--- src/rtl/synth_param_bank.sv ---
// synth_param_bank
// Parameter register bank for the synthesizer voice. It holds NUM_OSC
// oscillator slots and NUM_ENV envelope slots, plus the global octave.
// Fields are written from the switches on a load edge. A key edge can nudge
// the addressed field by one, or move the global octave by one.
// Every stored field is kept masked to its own width. This means the
// flattened outputs are already zero-extended.
module synth_param_bank #(
    parameter int NUM_OSC     = 2,
    parameter int NUM_ENV     = 1,
    parameter int OCT_MIN     = 0,
    parameter int OCT_MAX     = 6,
    parameter int OCT_DEFAULT = 4
) (
    input  logic                        clock,
    input  logic                        resetn,
    input  logic [17:0]                 SW,
    input  logic                        load,
    input  logic                        key_on,
    input  logic [15:0]                 key_code,
    output logic [2:0]                  global_octave,
    output logic [NUM_OSC*9*11-1:0]     osc_params,
    output logic [NUM_ENV*7*11-1:0]     env_params,
    output logic [10:0]                 rd_data,
    output logic                        param_changed,
    output logic [6:0]                  changed_addr,
    output logic                        addr_err
);

    localparam int OSC_NP = 9;
    localparam int ENV_NP = 7;
    localparam int FW     = 11;

    localparam logic [15:0] KEY_PGUP   = 16'hE07D;
    localparam logic [15:0] KEY_PGDN   = 16'hE07A;
    localparam logic [15:0] KEY_OCT_UP = 16'hE075;
    localparam logic [15:0] KEY_OCT_DN = 16'hE072;

    // Bit width of each oscillator field.
    function automatic logic [3:0] osc_width(input logic [3:0] p);
        case (p)
            4'd0:    osc_width = 4'd3;   // wave
            4'd1:    osc_width = 4'd2;   // unison
            4'd2:    osc_width = 4'd7;   // detune
            4'd3:    osc_width = 4'd8;   // finetune
            4'd4:    osc_width = 4'd5;   // semitone
            4'd5:    osc_width = 4'd3;   // octave
            4'd6:    osc_width = 4'd7;   // panning
            4'd7:    osc_width = 4'd7;   // volume
            4'd8:    osc_width = 4'd2;   // output
            default: osc_width = 4'd0;
        endcase
    endfunction

    // Bit width of each envelope field.
    function automatic logic [3:0] env_width(input logic [3:0] p);
        case (p)
            4'd0:    env_width = 4'd11;  // attack
            4'd1:    env_width = 4'd11;  // decay
            4'd2:    env_width = 4'd7;   // sustain
            4'd3:    env_width = 4'd11;  // release
            4'd4:    env_width = 4'd4;   // target
            4'd5:    env_width = 4'd4;   // param
            4'd6:    env_width = 4'd7;   // amount
            default: env_width = 4'd0;
        endcase
    endfunction

    // Power-on value of each oscillator field.
    function automatic logic [10:0] osc_reset(input logic [3:0] p);
        case (p)
            4'd0:    osc_reset = 11'd0;
            4'd1:    osc_reset = 11'd0;
            4'd2:    osc_reset = 11'd50;
            4'd3:    osc_reset = 11'd101;
            4'd4:    osc_reset = 11'd13;
            4'd5:    osc_reset = 11'd4;
            4'd6:    osc_reset = 11'd51;
            4'd7:    osc_reset = 11'd101;
            4'd8:    osc_reset = 11'd1;
            default: osc_reset = 11'd0;
        endcase
    endfunction

    // Power-on value of each envelope field.
    function automatic logic [10:0] env_reset(input logic [3:0] p);
        case (p)
            4'd0:    env_reset = 11'd4;
            4'd1:    env_reset = 11'd4;
            4'd2:    env_reset = 11'd15;
            4'd3:    env_reset = 11'd4;
            4'd4:    env_reset = 11'd0;
            4'd5:    env_reset = 11'd0;
            4'd6:    env_reset = 11'd101;
            default: env_reset = 11'd0;
        endcase
    endfunction

    // All-ones mask for a field of width w. The same value is the field's
    // saturation ceiling.
    function automatic logic [10:0] field_mask(input logic [3:0] w);
        logic [11:0] m;
        m = (12'd1 << w) - 12'd1;
        field_mask = m[10:0];
    endfunction

    // Storage
    logic [10:0] osc_r [NUM_OSC][OSC_NP];
    logic [10:0] env_r [NUM_ENV][ENV_NP];

    // Edge detection. The arm flops stay clear until the input has been seen
    // low. This stops a level that is already high at reset release from
    // counting as an edge.
    logic load_q_r;
    logic key_q_r;
    logic load_arm_r;
    logic key_arm_r;

    logic        load_ev_s;
    logic        key_ev_s;
    logic        nudge_up_s;
    logic        nudge_dn_s;
    logic        oct_up_s;
    logic        oct_dn_s;
    logic [2:0]  mod_s;
    logic [3:0]  par_s;
    logic [10:0] val_s;

    logic [NUM_OSC*OSC_NP-1:0] osc_hit_s;
    logic [NUM_ENV*ENV_NP-1:0] env_hit_s;
    logic                      hit_any_s;
    logic [10:0]               cur_val_s;
    logic [10:0]               cur_max_s;
    logic [10:0]               new_val_s;
    logic                      wr_en_s;
    logic                      changed_s;
    logic                      addr_err_s;
    logic [2:0]                oct_next_s;

    assign mod_s = SW[17:15];
    assign par_s = SW[14:11];
    assign val_s = SW[10:0];

    assign load_ev_s  = load & ~load_q_r & load_arm_r;
    assign key_ev_s   = key_on & ~key_q_r & key_arm_r;
    assign nudge_up_s = key_ev_s & (key_code == KEY_PGUP);
    assign nudge_dn_s = key_ev_s & (key_code == KEY_PGDN);
    assign oct_up_s   = key_ev_s & (key_code == KEY_OCT_UP);
    assign oct_dn_s   = key_ev_s & (key_code == KEY_OCT_DN);

    // Delay load/key_on one cycle; arm each input once it has been low.
    always_ff @(posedge clock or negedge resetn) begin
        if (!resetn) begin
            load_q_r   <= 1'b0;
            key_q_r    <= 1'b0;
            load_arm_r <= 1'b0;
            key_arm_r  <= 1'b0;
        end else begin
            load_q_r   <= load;
            key_q_r    <= key_on;
            load_arm_r <= load_arm_r | ~load;
            key_arm_r  <= key_arm_r | ~key_on;
        end
    end

    // Decode the switch address into one-hot slot hits. Also select that
    // field's current value and ceiling. An unmapped address selects zeros.
    always_comb begin
        osc_hit_s = '0;
        env_hit_s = '0;
        hit_any_s = 1'b0;
        cur_val_s = 11'd0;
        cur_max_s = 11'd0;
        for (int o = 0; o < NUM_OSC; o++) begin
            for (int p = 0; p < OSC_NP; p++) begin
                osc_hit_s[o*OSC_NP+p] = (mod_s == 3'(o)) && (par_s == 4'(p));
                hit_any_s = hit_any_s | osc_hit_s[o*OSC_NP+p];
                cur_val_s = cur_val_s | ({FW{osc_hit_s[o*OSC_NP+p]}} & osc_r[o][p]);
                cur_max_s = cur_max_s |
                            ({FW{osc_hit_s[o*OSC_NP+p]}} & field_mask(osc_width(4'(p))));
            end
        end
        for (int e = 0; e < NUM_ENV; e++) begin
            for (int p = 0; p < ENV_NP; p++) begin
                env_hit_s[e*ENV_NP+p] = (mod_s == 3'(NUM_OSC + e)) && (par_s == 4'(p));
                hit_any_s = hit_any_s | env_hit_s[e*ENV_NP+p];
                cur_val_s = cur_val_s | ({FW{env_hit_s[e*ENV_NP+p]}} & env_r[e][p]);
                cur_max_s = cur_max_s |
                            ({FW{env_hit_s[e*ENV_NP+p]}} & field_mask(env_width(4'(p))));
            end
        end
    end

    // Compute the candidate value. A load beats a nudge in the same cycle,
    // and nudges saturate at 0 and at the field ceiling.
    always_comb begin
        new_val_s = cur_val_s;
        if (load_ev_s) begin
            new_val_s = val_s & cur_max_s;
        end else if (nudge_up_s) begin
            if (cur_val_s == cur_max_s) begin
                new_val_s = cur_val_s;
            end else begin
                new_val_s = cur_val_s + 11'd1;
            end
        end else if (nudge_dn_s) begin
            if (cur_val_s == 11'd0) begin
                new_val_s = cur_val_s;
            end else begin
                new_val_s = cur_val_s - 11'd1;
            end
        end else begin
            new_val_s = cur_val_s;
        end
    end

    assign wr_en_s    = hit_any_s & (load_ev_s | nudge_up_s | nudge_dn_s);
    assign changed_s  = wr_en_s & (new_val_s != cur_val_s);
    assign addr_err_s = load_ev_s & ~hit_any_s;

    // Next global octave, saturating at the configured bounds.
    always_comb begin
        oct_next_s = global_octave;
        if (oct_up_s) begin
            if (global_octave < 3'(OCT_MAX)) begin
                oct_next_s = global_octave + 3'd1;
            end else begin
                oct_next_s = global_octave;
            end
        end else if (oct_dn_s) begin
            if (global_octave > 3'(OCT_MIN)) begin
                oct_next_s = global_octave - 3'd1;
            end else begin
                oct_next_s = global_octave;
            end
        end else begin
            oct_next_s = global_octave;
        end
    end

    // Oscillator field storage: load/nudge writes to the addressed field.
    always_ff @(posedge clock or negedge resetn) begin
        if (!resetn) begin
            for (int o = 0; o < NUM_OSC; o++) begin
                for (int p = 0; p < OSC_NP; p++) begin
                    osc_r[o][p] <= osc_reset(4'(p));
                end
            end
        end else begin
            for (int o = 0; o < NUM_OSC; o++) begin
                for (int p = 0; p < OSC_NP; p++) begin
                    if (wr_en_s && osc_hit_s[o*OSC_NP+p]) begin
                        osc_r[o][p] <= new_val_s;
                    end else begin
                        osc_r[o][p] <= osc_r[o][p];
                    end
                end
            end
        end
    end

    // Envelope field storage: load/nudge writes to the addressed field.
    always_ff @(posedge clock or negedge resetn) begin
        if (!resetn) begin
            for (int e = 0; e < NUM_ENV; e++) begin
                for (int p = 0; p < ENV_NP; p++) begin
                    env_r[e][p] <= env_reset(4'(p));
                end
            end
        end else begin
            for (int e = 0; e < NUM_ENV; e++) begin
                for (int p = 0; p < ENV_NP; p++) begin
                    if (wr_en_s && env_hit_s[e*ENV_NP+p]) begin
                        env_r[e][p] <= new_val_s;
                    end else begin
                        env_r[e][p] <= env_r[e][p];
                    end
                end
            end
        end
    end

    // Global octave register.
    always_ff @(posedge clock or negedge resetn) begin
        if (!resetn) begin
            global_octave <= 3'(OCT_DEFAULT);
        end else begin
            global_octave <= oct_next_s;
        end
    end

    // Status outputs: readback of the pre-edge value, change pulse and
    // address, and the unmapped-load pulse.
    always_ff @(posedge clock or negedge resetn) begin
        if (!resetn) begin
            rd_data       <= 11'd0;
            param_changed <= 1'b0;
            changed_addr  <= 7'd0;
            addr_err      <= 1'b0;
        end else begin
            rd_data       <= cur_val_s;
            param_changed <= changed_s;
            if (changed_s) begin
                changed_addr <= {mod_s, par_s};
            end else begin
                changed_addr <= changed_addr;
            end
            addr_err      <= addr_err_s;
        end
    end

    // Flatten the slot storage onto the output buses.
    for (genvar go = 0; go < NUM_OSC; go++) begin : g_osc_out
        for (genvar gp = 0; gp < OSC_NP; gp++) begin : g_par
            assign osc_params[(go*OSC_NP+gp)*FW +: FW] = osc_r[go][gp];
        end
    end

    for (genvar ge = 0; ge < NUM_ENV; ge++) begin : g_env_out
        for (genvar gp = 0; gp < ENV_NP; gp++) begin : g_par
            assign env_params[(ge*ENV_NP+gp)*FW +: FW] = env_r[ge][gp];
        end
    end

endmodule

--- config.mk ---
export PLATFORM = sky130hd
export DESIGN_NAME = synth_param_bank
export DESIGN_NICKNAME = d
export VERILOG_FILES = /design/src/rtl/synth_param_bank.sv
export SDC_FILE = /design/constraint.sdc
export NUM_CORES = 1
export LEC_CHECK = 0
export ABC_CLOCK_PERIOD_IN_PS = 8200
export BUFFER_PORTS_ARGS = -buffer_cell sky130_fd_sc_hd__buf_2
export CELL_PAD_IN_SITES_DETAIL_PLACEMENT = 0
export CELL_PAD_IN_SITES_GLOBAL_PLACEMENT = 1
export CORE_AREA = 3 3 202 204
export CTS_BUF_LIST = sky130_fd_sc_hd__clkbuf_4
export DETAILED_ROUTE_END_ITERATION = 8
export DIE_AREA = 0 0 205 207
export PLACE_DENSITY_LB_ADDON = 0.1
export SYNTH_ARGS = -nofsm -noshare
export SYNTH_HDL_FRONTEND = slang
export SYNTH_SLANG_ARGS = --single-unit
--- constraint.sdc ---
create_clock -name clock -period 8.2 [get_ports clock]
set_input_delay 2.05 -clock clock [delete_from_list [all_inputs] [get_ports clock]]
set_output_delay 2.05 -clock clock [all_outputs]
set_load 0.02 [all_outputs]
==> results of run 1 <==
[state kept, by name, summed over array words and instances, names as in the netlist]
name / cells
param_changed: 1
rd_data: 11
addr_err: 1
osc_params: 198
key_arm_r: 1
load_arm_r: 1
changed_addr: 7
env_params: 77
key_q_r: 1
global_octave: 3
load_q_r: 1
[report_power, final]
group / leakage [nW] / internal (W) / switching, W
Sequential: 3.99 / 0.00152 / 0.0000225
Combinational: 4.93 / 0.0000963 / 0.000236
Clock: 0.670 / 0.000788 / 0.000659
Total: 9.58 / 0.00240 / 0.000918
[stage by stage]
step,utilization [%],hold slack (ps)
after floorplan,-,435
after global placement,45.6,450
after detailed placement,45.6,453
after CTS,48.4,470
after global routing,48.5,491
final,48.5,466
[kinds of logic after synthesis]
logic type	after synthesis	synth area share, %
adders and majority gates	3	0.289
buffers and inverters	123	3.78
AOI/OAI and AO/OA	313	13.9
muxes	185	13.3
and+or+nand+nor	606	18.9
xor gates and xnor gates	19	1.07
DFF	302	48.8
[layer usage]
layer | routed length (um) | global-route usage, %
met1 | 31000 | 47.3
met3 | 6200 | 6.91
met5 | 0 | 0
met4 | 2530 | 11.2
met2 | 34100 | 53.5
[area by class of cell]
class,count,share of cell area (%)
diodes,5,0.0654
repair buffers,403,11.6
clock inverters,16,0.602
inverters,16,0.314
clock buffers,132,5.18
multi-input cells,1126,38.9
well taps,525,3.43
flip-flops and latches,302,39.9
[synthesized netlist by cell type (12+ instances only)]
cell,count
nor4_1,12
buf_2,33
dfstp_2,52
mux2i_1,29
a22oi_1,26
a32oi_1,13
nor2_1,59
o31ai_1,13
a21oi_1,40
nand3b_1,19
o21ai_0,98
inv_1,15
dfrtp_1,250
nand2_1,334
nor3_1,23
xnor2_1,15
nand3_1,33
a22o_1,13
clkbuf_1,50
mux2_2,148
nor2b_1,24
[worst max-delay path, cell delays in order]
cell and delay [ps]:
buf_2 640, nor2b_1 1180, a22oi_1 320, nor3_1 290
a311oi_1 90, nand4_2 290, or4b_1 490, a311oi_2 300
nand4_1 130, buf_4 210, a41oi_2 230, xnor2_1 220
nor2_4 130, a21oi_4 550, mux2_2 270
[path summary, 6_finish.rpt]
kind	start	end	slack, ps	cells after the start
min in group asynchronous	resetn	rd_data[3]	1200	1
max	SW[11]	osc_params[49]	1500	15
min	key_arm_r	key_arm_r	470	1
max in group asynchronous	resetn	osc_params[28]	5510	2
max reg2reg	osc_params[2]	changed_addr[5]	3440	14
min reg2reg	key_arm_r	key_arm_r	470	1
==> impl_metrics.env, run 1 <==
export IMPL_final_cell_mix="334 x nand2_1, 334 x buf_2, 250 x dfrtp_1"
export IMPL_die_h_um=207
export IMPL_cts_resized=0
export IMPL_dp_cells=2372
export IMPL_worstPathRequired_ps=8920
export IMPL_end_kind="flip-flop"
export IMPL_hpwl_mm=55.6
export IMPL_routed_wl_mm=73.8
export IMPL_skew_ps=47.9
export IMPL_synthTopCellsByArea="dfrtp_1 40%, mux2_2 11%, dfstp_2 8.8%"
export IMPL_drv_cap=0
export IMPL_yosysWarningCount=0
export IMPL_stdcell_count=2525
export IMPL_slew_violations=0
export IMPL_finalPower_w=0.00332
export IMPL_vias=14805
export IMPL_htreeDepth=3
export IMPL_power_density_nw_per_um2=173
export IMPL_min_period_ps=6700
export IMPL_place_area_sq_um=18000
export IMPL_irDropWorstVdd_mv=0.0973
export IMPL_start_kind="primary input"
export IMPL_place_gp_congestion=0.961
export IMPL_io_buffers=335
export IMPL_synthArstFlopShare_pct=100
export IMPL_drive_above_1_share_pct=39.9
export IMPL_cts_tree="yes"
export IMPL_worstPathMaxFanout=32
export IMPL_cp_arrival_ps=7420
export IMPL_synth_seq_cells=302
export IMPL_synth_area_sq_um=15600
export IMPL_setup_tns_ps=0
export IMPL_viasPerCell=5.86
export IMPL_area_growth_pct=22.5
export IMPL_root_buffer="clkbuf_4"
export IMPL_drc=0
export IMPL_synth_nets=1592
export IMPL_ctsHoldBuffers=0
export IMPL_yosysSeqAreaShare_pct=48.8
export IMPL_core_area_sq_um=39500
export IMPL_ant_nets=0
export IMPL_setup_ws_ps=1500
export IMPL_place_ws_ps=894
export IMPL_multi_input_area_sq_um=7450
export IMPL_fmax_ghz=0.149
export IMPL_clock_latency_ps=820
export IMPL_final_nets=1973
export IMPL_cts_buffers=83
export IMPL_grt_pass1_wl_mm=106
export IMPL_overflow=0
export IMPL_rsz0062_at_grt="no"
export IMPL_grt_pass1_vias=14564
export IMPL_dr_pass1_iters=5
export IMPL_tightest_slew_ps=1410
export IMPL_wl_per_cell_um=29.2
export IMPL_ys_types=101
export IMPL_die_w_um=205
export IMPL_syn_area_per_cell_sq_um=10.1
export IMPL_critical_path_class="in -> reg"
export IMPL_track_usage_pct=34.1
export IMPL_synth_top_area_share_pct=40.1
export IMPL_syn_inst=1551
export IMPL_fill_cells=3839
export IMPL_drt_iter0_drc=1442
export IMPL_final_seq_area_sq_um=7620
export IMPL_ys_flop_type="dfrtp_1"
export IMPL_io_pin_count=336
export IMPL_leakage_nw=9.58
export IMPL_start_util_pct=39.6
export IMPL_row_count=73
export IMPL_final_cell_area_sq_um=19100
export IMPL_hold_violations=0
export IMPL_hold_path_class="reg -> reg"
export IMPL_fin_crit_sh_pct=81.8
export IMPL_slew_headroom_pct=5.48
export IMPL_cts_buffer_depth=3
export IMPL_antenna_found_initial=4
export IMPL_status="finished clean"
export IMPL_yosysTopAreaCell="dfrtp_1"
export IMPL_fp_dieArea_sq_um=42400
export IMPL_grt_start_max_net_pins=156
export IMPL_synth_edf_count=0
export IMPL_setup_viol=0
export IMPL_cts_setup_buffers=0
export IMPL_cts_sinks=302
export IMPL_path_clk_slew_ps=60
(Power assumes the default switching activity.)
==> run 2: changes to the inputs <==
--- a/config.mk
+++ b/config.mk
@@ -5,14 +5,14 @@
 export SDC_FILE = /design/constraint.sdc
 export NUM_CORES = 1
 export LEC_CHECK = 0
-export ABC_CLOCK_PERIOD_IN_PS = 8200
+export ABC_CLOCK_PERIOD_IN_PS = 5400
 export BUFFER_PORTS_ARGS = -buffer_cell sky130_fd_sc_hd__buf_2
 export CELL_PAD_IN_SITES_DETAIL_PLACEMENT = 0
 export CELL_PAD_IN_SITES_GLOBAL_PLACEMENT = 1
-export CORE_AREA = 3 3 202 204
+export CORE_AREA = 3 3 205 207
 export CTS_BUF_LIST = sky130_fd_sc_hd__clkbuf_4
 export DETAILED_ROUTE_END_ITERATION = 8
-export DIE_AREA = 0 0 205 207
+export DIE_AREA = 0 0 208 210
 export PLACE_DENSITY_LB_ADDON = 0.1
 export SYNTH_ARGS = -nofsm -noshare
 export SYNTH_HDL_FRONTEND = slang
==> constraint.sdc (replaced) <==
create_clock -name clock -period 5.4 [get_ports clock]
set_input_delay 1.35 -clock clock [delete_from_list [all_inputs] [get_ports clock]]
set_output_delay 1.35 -clock clock [all_outputs]
set_load 0.02 [all_outputs]
==> impl_metrics.env, run 2 (synthesis gave the netlist of run 1 again) <==
export IMPL_status="finished clean"
export IMPL_largest_reg_flops=198
export IMPL_cts_setup_buffers=0
export IMPL_tightest_slew_ps=915
export IMPL_power_density_nw_per_um2=244
export IMPL_setup_tns_ps=0
export IMPL_use_met3_pct=5.88
export IMPL_rsz0062_at_grt="no"
export IMPL_drv_cap=0
export IMPL_drt_iter0_drc=1467
export IMPL_vias=15614
export IMPL_irDropWorstVdd_mv=0.171
export IMPL_worstPathMaxFanout=13
export IMPL_io_pin_count=336
export IMPL_area_growth_pct=34.9
export IMPL_use_met2_pct=56.1
export IMPL_row_count=74
export IMPL_hold_violations=0
export IMPL_start_util_pct=38.5
export IMPL_worstPathRequired_ps=6050
export IMPL_cts_resized=0
export IMPL_path_clk_slew_ps=60
export IMPL_grt_start_max_net_pins=111
export IMPL_dr_pass1_iters=5
export IMPL_fp_dieArea_sq_um=43700
export IMPL_reg2regPathDepth=15
export IMPL_cts_buffers=82
export IMPL_cp_arrival_ps=5670
export IMPL_clock_latency_ps=830
export IMPL_end_kind="flip-flop"
export IMPL_drc=0
export IMPL_ctsHoldBuffers=0
export IMPL_place_ws_ps=-384
export IMPL_die_w_um=208
export IMPL_grt_pass1_vias=15441
export IMPL_fin_crit_sh_pct=92.9
export IMPL_critical_path_class="in -> reg"
export IMPL_setup_ws_ps=383
export IMPL_use_met1_pct=48.6
export IMPL_die_h_um=210
export IMPL_start_kind="primary input"
export IMPL_place_gp_congestion=0.994
export IMPL_utilization_pct=51.9
export IMPL_track_usage_pct=34.8
export IMPL_cts_buffer_depth=3
export IMPL_min_period_ps=5020
export IMPL_skew_ps=73.5
export IMPL_place_area_sq_um=19900
export IMPL_hpwl_mm=61.7
export IMPL_antenna_found_initial=2
export IMPL_busiest_layer="met2"
export IMPL_final_nets=2187
export IMPL_fmax_ghz=0.199
export IMPL_htreeDepth=3
export IMPL_routed_wl_mm=77.6
export IMPL_cts_tree="yes"
export IMPL_leakage_nw=10.7
export IMPL_slew_violations=0
export IMPL_final_cell_mix="334 x nand2_1, 334 x buf_2, 257 x buf_4"
export IMPL_slew_headroom_pct=38.8
export IMPL_drive_above_1_share_pct=45.6
export IMPL_dp_cells=2594
export IMPL_ant_nets=0
export IMPL_core_area_sq_um=40600
export IMPL_io_buffers=335
export IMPL_hold_path_class="reg -> reg"
export IMPL_stdcell_count=2748
export IMPL_root_buffer="clkbuf_4"
export IMPL_setup_viol=0
export IMPL_viasPerCell=5.68
export IMPL_overflow=0
export IMPL_wl_per_cell_um=28.2
export IMPL_final_cell_area_sq_um=21100
export IMPL_grt_pass1_wl_mm=112
export IMPL_cts_sinks=302
export IMPL_whs_path_depth=1
run 2: changes by cell type in the layout (fill, tap and decap cells not counted):
| cell | delta |
|---|---|
| diode_2 | -1 |
| buf_4 | +191 |
| clkinv_4 | +1 |
| clkbuf_4 | -6 |
| clkinvlp_4 | +1 |
| buf_12 | +24 |
| clkinv_2 | +2 |
| clkinv_1 | +4 |
| inv_6 | +1 |
| inv_8 | +1 |
| inv_2 | -2 |
run 2: layer usage:
layer	wire length, um	part of all wire [%]
met5	0	0
met4	1920	2.5
met3	5230	6.7
met2	36500	47
met1	33900	44
run 2: area by class of cell:
| class | instances | area [sq um] |
|---|---|---|
| inverter | 16 | 60.1 |
| clock buffer | 126 | 946 |
| multi-input combinational | 1126 | 7450 |
| timing repair buffer | 618 | 4140 |
| sequential | 302 | 7620 |
| fill | 3852 | 19500 |
| antenna | 4 | 10.0 |
| clock inverter | 24 | 169 |
| tap | 532 | 666 |
run 2: metrics by stage:
step	power, W	hold slack, ps
finish	0.00514	475
global route	0.00536	497
CTS	0.00519	478
detailed placement	0.00299	462
global placement	0.00299	452
floorplan	0.00263	435
run 2: worst paths after layout:
path	start	end	slack [ps]
setup / recovery	SW[13]	changed_addr[1]	380
hold / removal	key_arm_r	key_arm_r	480
setup reg to reg	osc_params[171]	changed_addr[1]	990
hold reg to reg	key_arm_r	key_arm_r	480
max in group asynchronous	resetn	osc_params[165]	3720
min in group asynchronous	resetn	global_octave[1]	540
run 2: power breakdown:
part / internal (W) / total, W / switching (W)
Sequential: 0.00230 / 0.00233 / 0.0000312
Clock: 0.00117 / 0.00218 / 0.00101
Combinational: 0.000236 / 0.000627 / 0.000391
run 2: worst max-delay path, cell delays in order:
cell	delay, ps
buf_2	220
buf_4	240
nor2_1	210
a22oi_1	390
o221a_1	250
a31oi_1	120
or4_1	630
buf_4	210
inv_1	80
ha_1	170
nand3_1	130
nor4_4	320
nor2_1	120
buf_4	170
o31ai_1	60
nand4_1	190
nor3_4	260
nor2_2	40
buf_4	190
mux2_4	290
